==> config.mk <==
export PLATFORM = sky130hd
export DESIGN_NAME = adpll_loop_ctrl
export DESIGN_NICKNAME = d
export VERILOG_FILES = /design/src/rtl/adpll_pkg.sv /design/src/rtl/adpll_win_acc.sv /design/src/rtl/adpll_loop_ctrl.sv
export SDC_FILE = /design/constraint.sdc
export NUM_CORES = 1
export LEC_CHECK = 0
export CORE_AREA = 2 2 98 100
export DETAILED_ROUTE_END_ITERATION = 8
export DIE_AREA = 0 0 100 102
export MAX_ROUTING_LAYER = met4
export PLACE_DENSITY_LB_ADDON = 0.25
export SLEW_MARGIN = 20
export SYNTH_ARGS = -nofsm -noshare
export SYNTH_HDL_FRONTEND = slang
export SYNTH_SLANG_ARGS = --single-unit
==> constraint.sdc <==
create_clock -name clk -period 11.5 [get_ports clk]
set_clock_uncertainty 0.2 [all_clocks]
set_input_delay 2.3 -clock clk [delete_from_list [all_inputs] [get_ports clk]]
set_output_delay 2.3 -clock clk [all_outputs]
set_load 0.02 [all_outputs]
==> src/rtl/adpll_pkg.sv <==
// adpll_pkg: shared encodings and constants
// for the ADPLL loop controller.
package adpll_pkg;

  typedef enum logic [1:0] {
    S_IDLE   = 2'd0,
    S_SEARCH = 2'd1,
    S_TRACK  = 2'd2
  } state_t;

  // Read as 2-bit signed, the encodings are 0, +1 and -1.
  typedef enum logic [1:0] {
    DEC_ZERO = 2'b00,
    DEC_UP   = 2'b01,
    DEC_DN   = 2'b11
  } dec_t;

  localparam int CODE_MAX_DEF  = 128;
  localparam int CODE_INIT_DEF = 64;
  localparam logic [5:0] STEP_INIT = 6'd32;

  function automatic logic signed [8:0] dec_scale(
    input dec_t       d,
    input logic [5:0] mag
  );
    logic signed [8:0] v;
    v = '0;
    unique case (d)
      DEC_UP:  v = $signed({3'b000, mag});
      DEC_DN:  v = -$signed({3'b000, mag});
      default: v = '0;
    endcase
    return v;
  endfunction

endpackage

==> src/rtl/adpll_win_acc.sv <==
// adpll_win_acc: fixed-length window counter and
// saturating up/dn accumulator producing one decision per window.
module adpll_win_acc
  import adpll_pkg::*;
#(
  parameter int WIN   = 16,
  parameter int ACC_W = 6
) (
  input  logic clk,
  input  logic rst_n,
  input  logic i_run,
  input  logic i_up,
  input  logic i_dn,
  output logic o_dv,
  output dec_t o_dec
);

  localparam int CW = $clog2(WIN);
  localparam logic [CW-1:0] LAST = CW'(WIN - 1);
  localparam logic signed [ACC_W:0] SMAX =
    (ACC_W+1)'((1 << (ACC_W - 1)) - 1);
  localparam logic signed [ACC_W:0] SMIN = -SMAX;

  logic [CW-1:0]           r_cnt;
  logic signed [ACC_W-1:0] r_acc;
  logic signed [ACC_W:0]   w_delta;
  logic signed [ACC_W:0]   w_sum;
  logic signed [ACC_W-1:0] w_acc;

  always_comb begin
    w_delta = '0;
    if (i_up && !i_dn)
      w_delta = (ACC_W+1)'(1);
    else if (i_dn && !i_up)
      w_delta = '1;
    w_sum = {r_acc[ACC_W-1], r_acc} + w_delta;
    if (w_sum > SMAX)
      w_acc = SMAX[ACC_W-1:0];
    else if (w_sum < SMIN)
      w_acc = SMIN[ACC_W-1:0];
    else
      w_acc = w_sum[ACC_W-1:0];
  end

  // The last cycle's pulse is folded in before deciding.
  always_comb begin
    o_dv  = i_run && (r_cnt == LAST);
    o_dec = DEC_ZERO;
    if (w_acc[ACC_W-1])
      o_dec = DEC_DN;
    else if (w_acc != '0)
      o_dec = DEC_UP;
  end

  always_ff @(posedge clk or negedge rst_n) begin
    if (!rst_n) begin
      r_cnt <= '0;
      r_acc <= '0;
    end else if (!i_run || r_cnt == LAST) begin
      r_cnt <= '0;
      r_acc <= '0;
    end else begin
      r_cnt <= r_cnt + 1'b1;
      r_acc <= w_acc;
    end
  end

endmodule

==> src/rtl/adpll_loop_ctrl.sv <==
// adpll_loop_ctrl: SAR coarse search then +/-1 tracking
// with lock detection, driving the DCO thermometer code.
module adpll_loop_ctrl
  import adpll_pkg::*;
#(
  parameter int WIN       = 16,
  parameter int ACC_W     = 6,
  parameter int LOCK_WIN  = 4,
  parameter int CODE_INIT = CODE_INIT_DEF,
  parameter int CODE_MAX  = CODE_MAX_DEF
) (
  input  logic       clk,
  input  logic       reset,
  input  logic       enable,
  input  logic       pfd_up,
  input  logic       pfd_dn,
  output logic [7:0] dco_code,
  output logic       lock,
  output logic [1:0] state
);

  localparam int LCW = $clog2(LOCK_WIN + 1);
  localparam logic [LCW-1:0] LFULL = LCW'(LOCK_WIN);
  localparam logic signed [8:0] CMAX = 9'(CODE_MAX);

  state_t            r_state, n_state;
  logic [7:0]        r_code, n_code;
  logic [5:0]        r_step, n_step;
  logic [LCW-1:0]    r_lcnt, n_lcnt;
  dec_t              r_prev, n_prev;
  logic              r_lock, n_lock;

  logic              w_dv;
  dec_t              w_dec;
  logic [5:0]        w_mag;
  logic signed [8:0] w_sum;
  logic [7:0]        w_clamp;

  adpll_win_acc #(
    .WIN   (WIN),
    .ACC_W (ACC_W)
  ) u_win (
    .clk   (clk),
    .rst_n (reset),
    .i_run (enable && (r_state != S_IDLE)),
    .i_up  (pfd_up),
    .i_dn  (pfd_dn),
    .o_dv  (w_dv),
    .o_dec (w_dec)
  );

  always_comb begin
    w_mag = (r_state == S_SEARCH) ? r_step : 6'd1;
    w_sum = $signed({1'b0, r_code}) + dec_scale(w_dec, w_mag);
    if (w_sum < 0)
      w_clamp = 8'd0;
    else if (w_sum > CMAX)
      w_clamp = CMAX[7:0];
    else
      w_clamp = w_sum[7:0];
  end

  always_comb begin
    n_state = r_state;
    n_code  = r_code;
    n_step  = r_step;
    n_lcnt  = r_lcnt;
    n_prev  = r_prev;
    n_lock  = r_lock;
    if (!enable) begin
      n_state = S_IDLE;
      n_code  = 8'(CODE_INIT);
      n_step  = STEP_INIT;
      n_lcnt  = '0;
      n_prev  = DEC_ZERO;
      n_lock  = 1'b0;
    end else begin
      unique case (r_state)
        S_IDLE: begin
          n_state = S_SEARCH;
          n_step  = STEP_INIT;
        end
        S_SEARCH: if (w_dv) begin
          n_code = w_clamp;
          n_step = r_step >> 1;
          if (r_step == 6'd1) begin
            n_state = S_TRACK;
            n_lcnt  = '0;
            n_prev  = DEC_ZERO;
            n_lock  = 1'b0;
          end
        end
        S_TRACK: if (w_dv) begin
          n_code = w_clamp;
          // A repeated nonzero direction means we are still slewing.
          if (w_dec != DEC_ZERO && w_dec == r_prev) begin
            n_lcnt = '0;
            n_lock = 1'b0;
          end else begin
            if (r_lcnt != LFULL)
              n_lcnt = r_lcnt + 1'b1;
            n_lock = (n_lcnt == LFULL);
          end
          if (w_dec != DEC_ZERO)
            n_prev = w_dec;
        end
        default: n_state = S_IDLE;
      endcase
    end
  end

  always_ff @(posedge clk or negedge reset) begin
    if (!reset) begin
      r_state <= S_IDLE;
      r_code  <= 8'(CODE_INIT);
      r_step  <= STEP_INIT;
      r_lcnt  <= '0;
      r_prev  <= DEC_ZERO;
      r_lock  <= 1'b0;
    end else begin
      r_state <= n_state;
      r_code  <= n_code;
      r_step  <= n_step;
      r_lcnt  <= n_lcnt;
      r_prev  <= n_prev;
      r_lock  <= n_lock;
    end
  end

  assign dco_code = r_code;
  assign lock     = r_lock;
  assign state    = r_state;

endmodule

# Word level (Yosys, flattened, before mapping)
# Cells that the tools add are included.
[classes]
order_cmp = 4
eq_ne = 18
n_mux = 45
n_reduce_logical = 19
add_sub_neg = 5
[op_table]
columns = ["op", "count"]
rows = [
  ["8-bit 2-to-1 mux", 5],
  ["6-bit 2-to-1 mux", 6],
  ["3-bit 2-to-1 mux", 10],
  ["2-bit 2-to-1 mux", 9],
  ["9-bit one-hot mux with 2 select lines", 1],
  ["7-bit 2-to-1 mux", 2],
  ["6-bit one-hot mux with 2 select lines", 1],
  ["9-bit adder", 1],
  ["9-bit > comparator (second input constant)", 1],
  ["9-bit by 1-bit < comparator with 1-bit output (second input constant)", 1],
  ["3-bit by 2-bit inequality test with 1-bit output (second input constant)", 3],
  ["6-bit negation with 9-bit output", 1],
  ["7-bit adder", 1],
  ["7-bit by 6-bit > comparator with 1-bit output (second input constant)", 1],
  ["7-bit by 6-bit < comparator with 1-bit output (second input constant)", 1],
  ["6-bit by 1-bit == test with 1-bit output (second input constant)", 1],
  ["1-bit 2-to-1 mux", 6],
  ["3-bit by 1-bit inequality test with 1-bit output (second input constant)", 2],
  ["3-bit inequality test (second input constant)", 2],
  ["2-bit one-hot mux with 3 select lines", 1],
  ["3-bit one-hot mux with 2 select lines", 1],
  ["6-bit nonzero test", 1],
  ["1-bit logical AND", 5],
  ["5-bit AND reduction", 1],
  ["20 further kinds", 27],
]
[word_totals]
output_inout_bits = 11
word_cells = 99
inputBits = 5
ff_bits = 32

# Depth between registers and ports, before layout
[logic_depth]
depth_word = 22
mapped_depth = 23
ltp_nobuf = 23

# Cells and area by module
# A second synthesis with hierarchy kept.
[unflattened]
hier_cells = 267
area_unflattened_um2 = 2493.6
[by_module_without_submodules]
columns = ["module", "cells_per_inst", "area_per_inst_um2", "n_inst", "seq_area_each_um2"]
rows = [
  ["adpll_loop_ctrl", 185, 1681.6, 1, 553.0],
  ["adpll_win_acc", 82, 812.0, 1, 250.2],
]

# Worst setup path before layout
# OpenSTA, ideal clock, no wires.
[synth_timing]
path_type = "input to register"
from = "input port pfd_up"
to = "register r_code[2] (netlist: dco_code[2])"
setup_ps = 138
required_ps = 11162
cell_stages = 22
arrival_ps = 6075
n_path_buf = 1
slack_ps = 5087
cell_sequence = "inv_1 ha_1 inv_1 ha_1 inv_1 fa_1 inv_1 a31oi_1 or3_1 nand4_4 and2_1 buf_2 nand2_1 a41oi_1 ha_1 nor2b_1 o31a_1 o31ai_1 a21oi_1 nor2b_1 mux2i_2 o21ai_0"
[synth_between]
elab_chain_len = 20
elab_cells_between_ends = 24
classes_between = "add/sub: 2; order compare: 4; eq/ne: 2; mux: 12; reduce/logical: 4"
[synth_rtl]
columns = ["element", "line", "text"]
rows = [
  ["start, declared", "adpll_loop_ctrl.sv:15", "input logic pfd_up,"],
  ["1-bit zero test", "adpll_win_acc.sv:34", "else if (i_dn && !i_up)"],
  ["1-bit logical AND", "adpll_win_acc.sv:34", ""],
  ["7-bit 2-to-1 mux", "adpll_win_acc.sv:34", ""],
  ["7-bit 2-to-1 mux (*)", "adpll_win_acc.sv:32", "if (i_up && !i_dn)"],
  ["7-bit adder (*)", "adpll_win_acc.sv:36", "w_sum = {r_acc[ACC_W-1], r_acc} + w_delta;"],
  ["7-bit by 6-bit < comparator with 1-bit output", "adpll_win_acc.sv:39", "else if (w_sum < SMIN)"],
  ["6-bit 2-to-1 mux", "adpll_win_acc.sv:39", ""],
  ["6-bit 2-to-1 mux (*)", "adpll_win_acc.sv:37", "if (w_sum > SMAX)"],
  ["(+4 left out)", "--", ""],
  ["9-bit one-hot mux with 2 select lines (*)", "adpll_pkg.sv:28", "unique case (d)"],
  ["9-bit adder (*)", "adpll_loop_ctrl.sv:54", "w_sum = $signed({1'b0, r_code}) + dec_scale(w_dec, w_mag);"],
  ["9-bit > comparator", "adpll_loop_ctrl.sv:57", "else if (w_sum > CMAX)"],
  ["8-bit 2-to-1 mux", "adpll_loop_ctrl.sv:57", ""],
  ["8-bit 2-to-1 mux (*)", "adpll_loop_ctrl.sv:55", "if (w_sum < 0)"],
  ["8-bit 2-to-1 mux (*)", "adpll_loop_ctrl.sv:83, adpll_loop_ctrl.sv:93", ""],
  ["8-bit 2-to-1 mux (*)", "--", ""],
  ["8-bit 2-to-1 mux (*)", "adpll_loop_ctrl.sv:70", "if (!enable) begin"],
  ["end signal, assigned", "adpll_loop_ctrl.sv:115", "r_code <= 8'(CODE_INIT);"],
  ["end signal, assigned", "adpll_loop_ctrl.sv:122", "r_code <= n_code;"],
  ["end, declared", "adpll_loop_ctrl.sv:27", "logic [7:0] r_code, n_code;"],
]
# Mark *: on every way between the ends. The rest lies on a longest branch, timed or not. The select of a mux whose other input is x is not followed.
# A chain may end at the register's enable or synchronous reset.

# Worst setup path in the final report
[layout_timing]
from = "input port pfd_dn"
to = "register r_code[4] (netlist: dco_code[4])"
[layout_between]
elab_chain_len = 19
elab_cells_between_ends = 24
classes_between = "add/sub: 2; order compare: 4; eq/ne: 2; mux: 12; reduce/logical: 4"
[layout_rtl]
columns = ["element", "line", "text"]
rows = [
  ["start, declared", "adpll_loop_ctrl.sv:16", "input logic pfd_dn,"],
  ["1-bit logical AND / 1-bit zero test (equally long branches)", "adpll_win_acc.sv:34, adpll_win_acc.sv:32", ""],
  ["7-bit 2-to-1 mux / 1-bit logical AND (equally long branches)", "adpll_win_acc.sv:34, adpll_win_acc.sv:32", ""],
  ["7-bit 2-to-1 mux (*)", "adpll_win_acc.sv:32", ""],
  ["7-bit adder (*)", "adpll_win_acc.sv:36", ""],
  ["7-bit by 6-bit < comparator with 1-bit output", "adpll_win_acc.sv:39", ""],
  ["6-bit 2-to-1 mux", "adpll_win_acc.sv:39", ""],
  ["6-bit 2-to-1 mux (*)", "adpll_win_acc.sv:37", ""],
  ["6-bit nonzero test", "adpll_win_acc.sv:51", "else if (w_acc != '0)"],
  ["(+3 left out)", "--", ""],
  ["9-bit one-hot mux with 2 select lines (*)", "adpll_pkg.sv:28", ""],
  ["9-bit adder (*)", "adpll_loop_ctrl.sv:54", ""],
  ["9-bit > comparator", "adpll_loop_ctrl.sv:57", ""],
  ["8-bit 2-to-1 mux", "adpll_loop_ctrl.sv:57", ""],
  ["8-bit 2-to-1 mux (*)", "adpll_loop_ctrl.sv:55", ""],
  ["8-bit 2-to-1 mux (*)", "adpll_loop_ctrl.sv:83, adpll_loop_ctrl.sv:93", ""],
  ["8-bit 2-to-1 mux (*)", "--", ""],
  ["8-bit 2-to-1 mux (*)", "adpll_loop_ctrl.sv:70", ""],
]
# Marks and branches as above.

==> impl_results.md <==
* FP Rows at 35
* Iteration-0 DRC Markers at 126
* P&R area growth vs syn at 14.5%
* Synthesized Nets at 325
* Crit-path max FO at 10
* Clock Latency Late Sink at 290 ps
* Hold buffer count at cts at 0
* DP Cell Count at 413
* Crit start category: input port
* Htree depth at 2
* Number of library cell types mapped by synthesis at 64
* Yosys reg bits at 32
* I/O pin total at 16
* Tightest Pin Transition at 747 ps
* Port Buffers at 15
* Ys Warns at 0
* Total track usage at 0.127
* Final Wtd Congestion at 0.809
* CTS tree: yes
* Finished Layout Cells at 421
* Critical path's slowest cell: clkdlybuf4s50_1
* Initial antenna violation count at 0
* Count leader, synth: dfrtp_1
* Routed Antenna Nets at 0
* CP arrival at 7130 ps
* Worst r2r path cells at 18
* RSZ-0062 raised after global routing: false
* Final hold violation count at 0
* First-pass GRT wire length at 10200 µm
* CP Cell Sequence: clkdlybuf4s50_1, ha_1, inv_1, fa_1, inv_1, a31oi_1, or3_1, nand4_4, and2_1, nand2_1, a41oi_1, ha_1, nor2b_1, o31a_1, o31ai_1, a21oi_1, nor2b_1, mux2i_2, o21ai_0
* Max_cap viols at 0
* Synth area leaders: dfrtp_1 29%, ha_1 10%, o21ai_0 4.6%, inv_1 3.8%, nand2_1 3.6%
* Status: completed
* Leak Pwr at 0.00126 µW
* CP Capture Type: flop
* Hold endpoint: u_win.r_cnt[0]$_DFF_PN0_
* Final WL at 5950 µm
* Mapped cell area at 2600 µm²
* Post-synth EDFFs at 0
* Initial DRT Pass Iterations at 4
* Final Critical Period at 7180 ps
* Die area at 10200 µm²
* Ant diodes at 0
* Clock net sink count at 32
* Seq/Total Area, Yosys at 0.309
* Total Power at 441 µW
* Ys async rst share at 1.00
* Min-delay worst type: flop to flop
* Vias in the first global route at 2191
* Top cell types by occurrence after synthesis: 30 x dfrtp_1, 26 x inv_1, 25 x nand2_1
* Nets@finish at 337
* Post-CTS Resized at 0
* Largest area contributor in the netlist: dfrtp_1
* Share of layout cells above drive strength 1 at 0.0774
* Post CTS Setup Buffer Count at 0
* Fin Setup TNS at 0 ps
* Max Transition Viols Final at 0
* Max Clock Freq at 0.139 GHz
* Num CTS Buffers at 5
* PD cells at 148 nW/µm²
* Core box area at 9110 µm²
* GRT overflow at 0
* Final HPWL DP at 4450 µm
* Max-slew headroom at the worst pin at 0.502
* Final Setup Violations at 0
* Clk pin slew, worst setup/hold paths at 70 ps
* Synthesized area per cell at 8.75 µm²
* Hold WS at 258 ps
* Starting Density at 0.285
* Total number of vias at 2185
* Routed len/inst at 14.1 µm
* Critical R2R Capture: dco_code[4]$_DFFE_PN0P_
* Die H at 102 µm
* DRC viols at 0
* Final Util at 0.327
* Cells after Synth at 297
* Longest Clk Path Bufs at 2
* Worst hold path cell count at 1
* Clk root buf: clkbuf_8
* Largest net degree at the start of global routing at 33
* Final cycle utilization of the critical path at 0.625
* Critical path class: input port to flop
* Worst R2R Start: u_win.r_acc[0]$_DFF_PN0_
* CP peak stage delay at 480 ps
* Via density at 5.19
* Ys flop type: dfrtp_1
* Hold_sp: u_win.r_cnt[0]$_DFF_PN0_
* Share of the synthesized area in the top cell type at 0.289
* Flop-to-flop setup slack at 6850 ps
* Die width at 100 µm
* Worst Path Required at 11450 ps
* Maximum vdd drop at 0.0689 mV
[cell type report]
class	count	area, µm²
Fill cell	971	6130
Inverter	26	97.6
Timing Repair Buffer	16	158
Multi-Input combinational cell	228	1650
Clock inverter	1	30.0
Tap cell	111	139
Sequential cell	32	803
Clock buffer	7	96.3
[per-layer routing]
layer / vias to the layer above / wire (µm) / GRT usage
met2: 43 / 2690 / 0.199
met5: - / 0 / -
met1: 1032 / 3010 / 0.166
li1: 1101 / - / -
met3: 9 / 158 / 0.0246
met4: 0 / 90 / 0.0390
[worst max-delay path by stage]
| stage | from | endpoint |
|---|---|---|
| after floorplan | pfd_up | dco_code[2]$_DFFE_PN0P_ |
| after global placement | pfd_up | dco_code[0]$_DFFE_PN0P_ |
| after detailed placement | pfd_dn | dco_code[3]$_DFFE_PN0P_ |
| after CTS | pfd_dn | dco_code[3]$_DFFE_PN0P_ |
| after global routing | pfd_up | dco_code[2]$_DFFE_PN0P_ |
| final | pfd_dn | dco_code[4]$_DFFE_PN0P_ |
[sequential cells by signal (all words and copies together), names as in the netlist]
| name | cells |
|---|---|
| dco_code | 8 |
| r_step | 6 |
| r_prev | 2 |
| u_win.r_cnt | 4 |
| r_lcnt | 3 |
| lock | 1 |
| state | 2 |
| u_win.r_acc | 6 |
[cell families (layout without fill, tap and decap cells)]
logic type | count (synthesis) | in the layout | synth area share
AO/OA/AOI/OAI | 95 | 95 | 0.258
AND/OR/NAND/NOR | 89 | 89 | 0.178
buffers and inverters | 37 | 50 | 0.0554
flip-flops | 32 | 32 | 0.309
adder cells (fa/ha/maj) | 24 | 24 | 0.120
XOR/XNOR | 13 | 13 | 0.0496
multiplexers | 7 | 7 | 0.0289
[stage by stage]
stage               worst slack [ps]  instance area, µm²
floorplan                       5090                2600
global placement                4070                2850
detailed placement              4010                2850
CTS                             4300                2970
global route                    3960                2970
finish                          4320                2970
[cell usage in the layout, fill, tap and decap left out, types with 4 or more instances in the layout]
cell type	synthesis	final
a31oi_1	6	6
inv_1	26	26
o21ai_0	24	24
nor2b_1	6	6
o31ai_1	8	8
clkdlybuf4s50_1	0	15
nor2_1	19	19
o21a_1	5	5
dfrtp_1	30	30
xnor2_1	6	6
clkbuf_8	0	7
nand4_1	8	8
a21oi_1	15	15
nand2b_1	9	9
a211oi_1	4	4
xor2_1	5	5
ha_1	21	21
mux2i_1	5	5
nand2_1	25	25
nand3_1	5	5
[worst max-delay path, delay by kind of cell]
kind            cells  cell delay (ps)
compound gates      6             1210
fa+ha+maj           3             1110
buf+inv             3              730
mux                 1              370
simple gates        6             1410
[report_power, final]
group / leakage [µW] / total, µW / internal [µW] / switching [µW]
logic: 0.000761 / 189 / 75.9 / 113
registers: 0.000436 / 131 / 121 / 10.2
clock network: 0.0000645 / 120 / 76.5 / 43.4
total: 0.00126 / 441 / 274 / 167
Note: power is estimated with default switching activity, not from simulation.
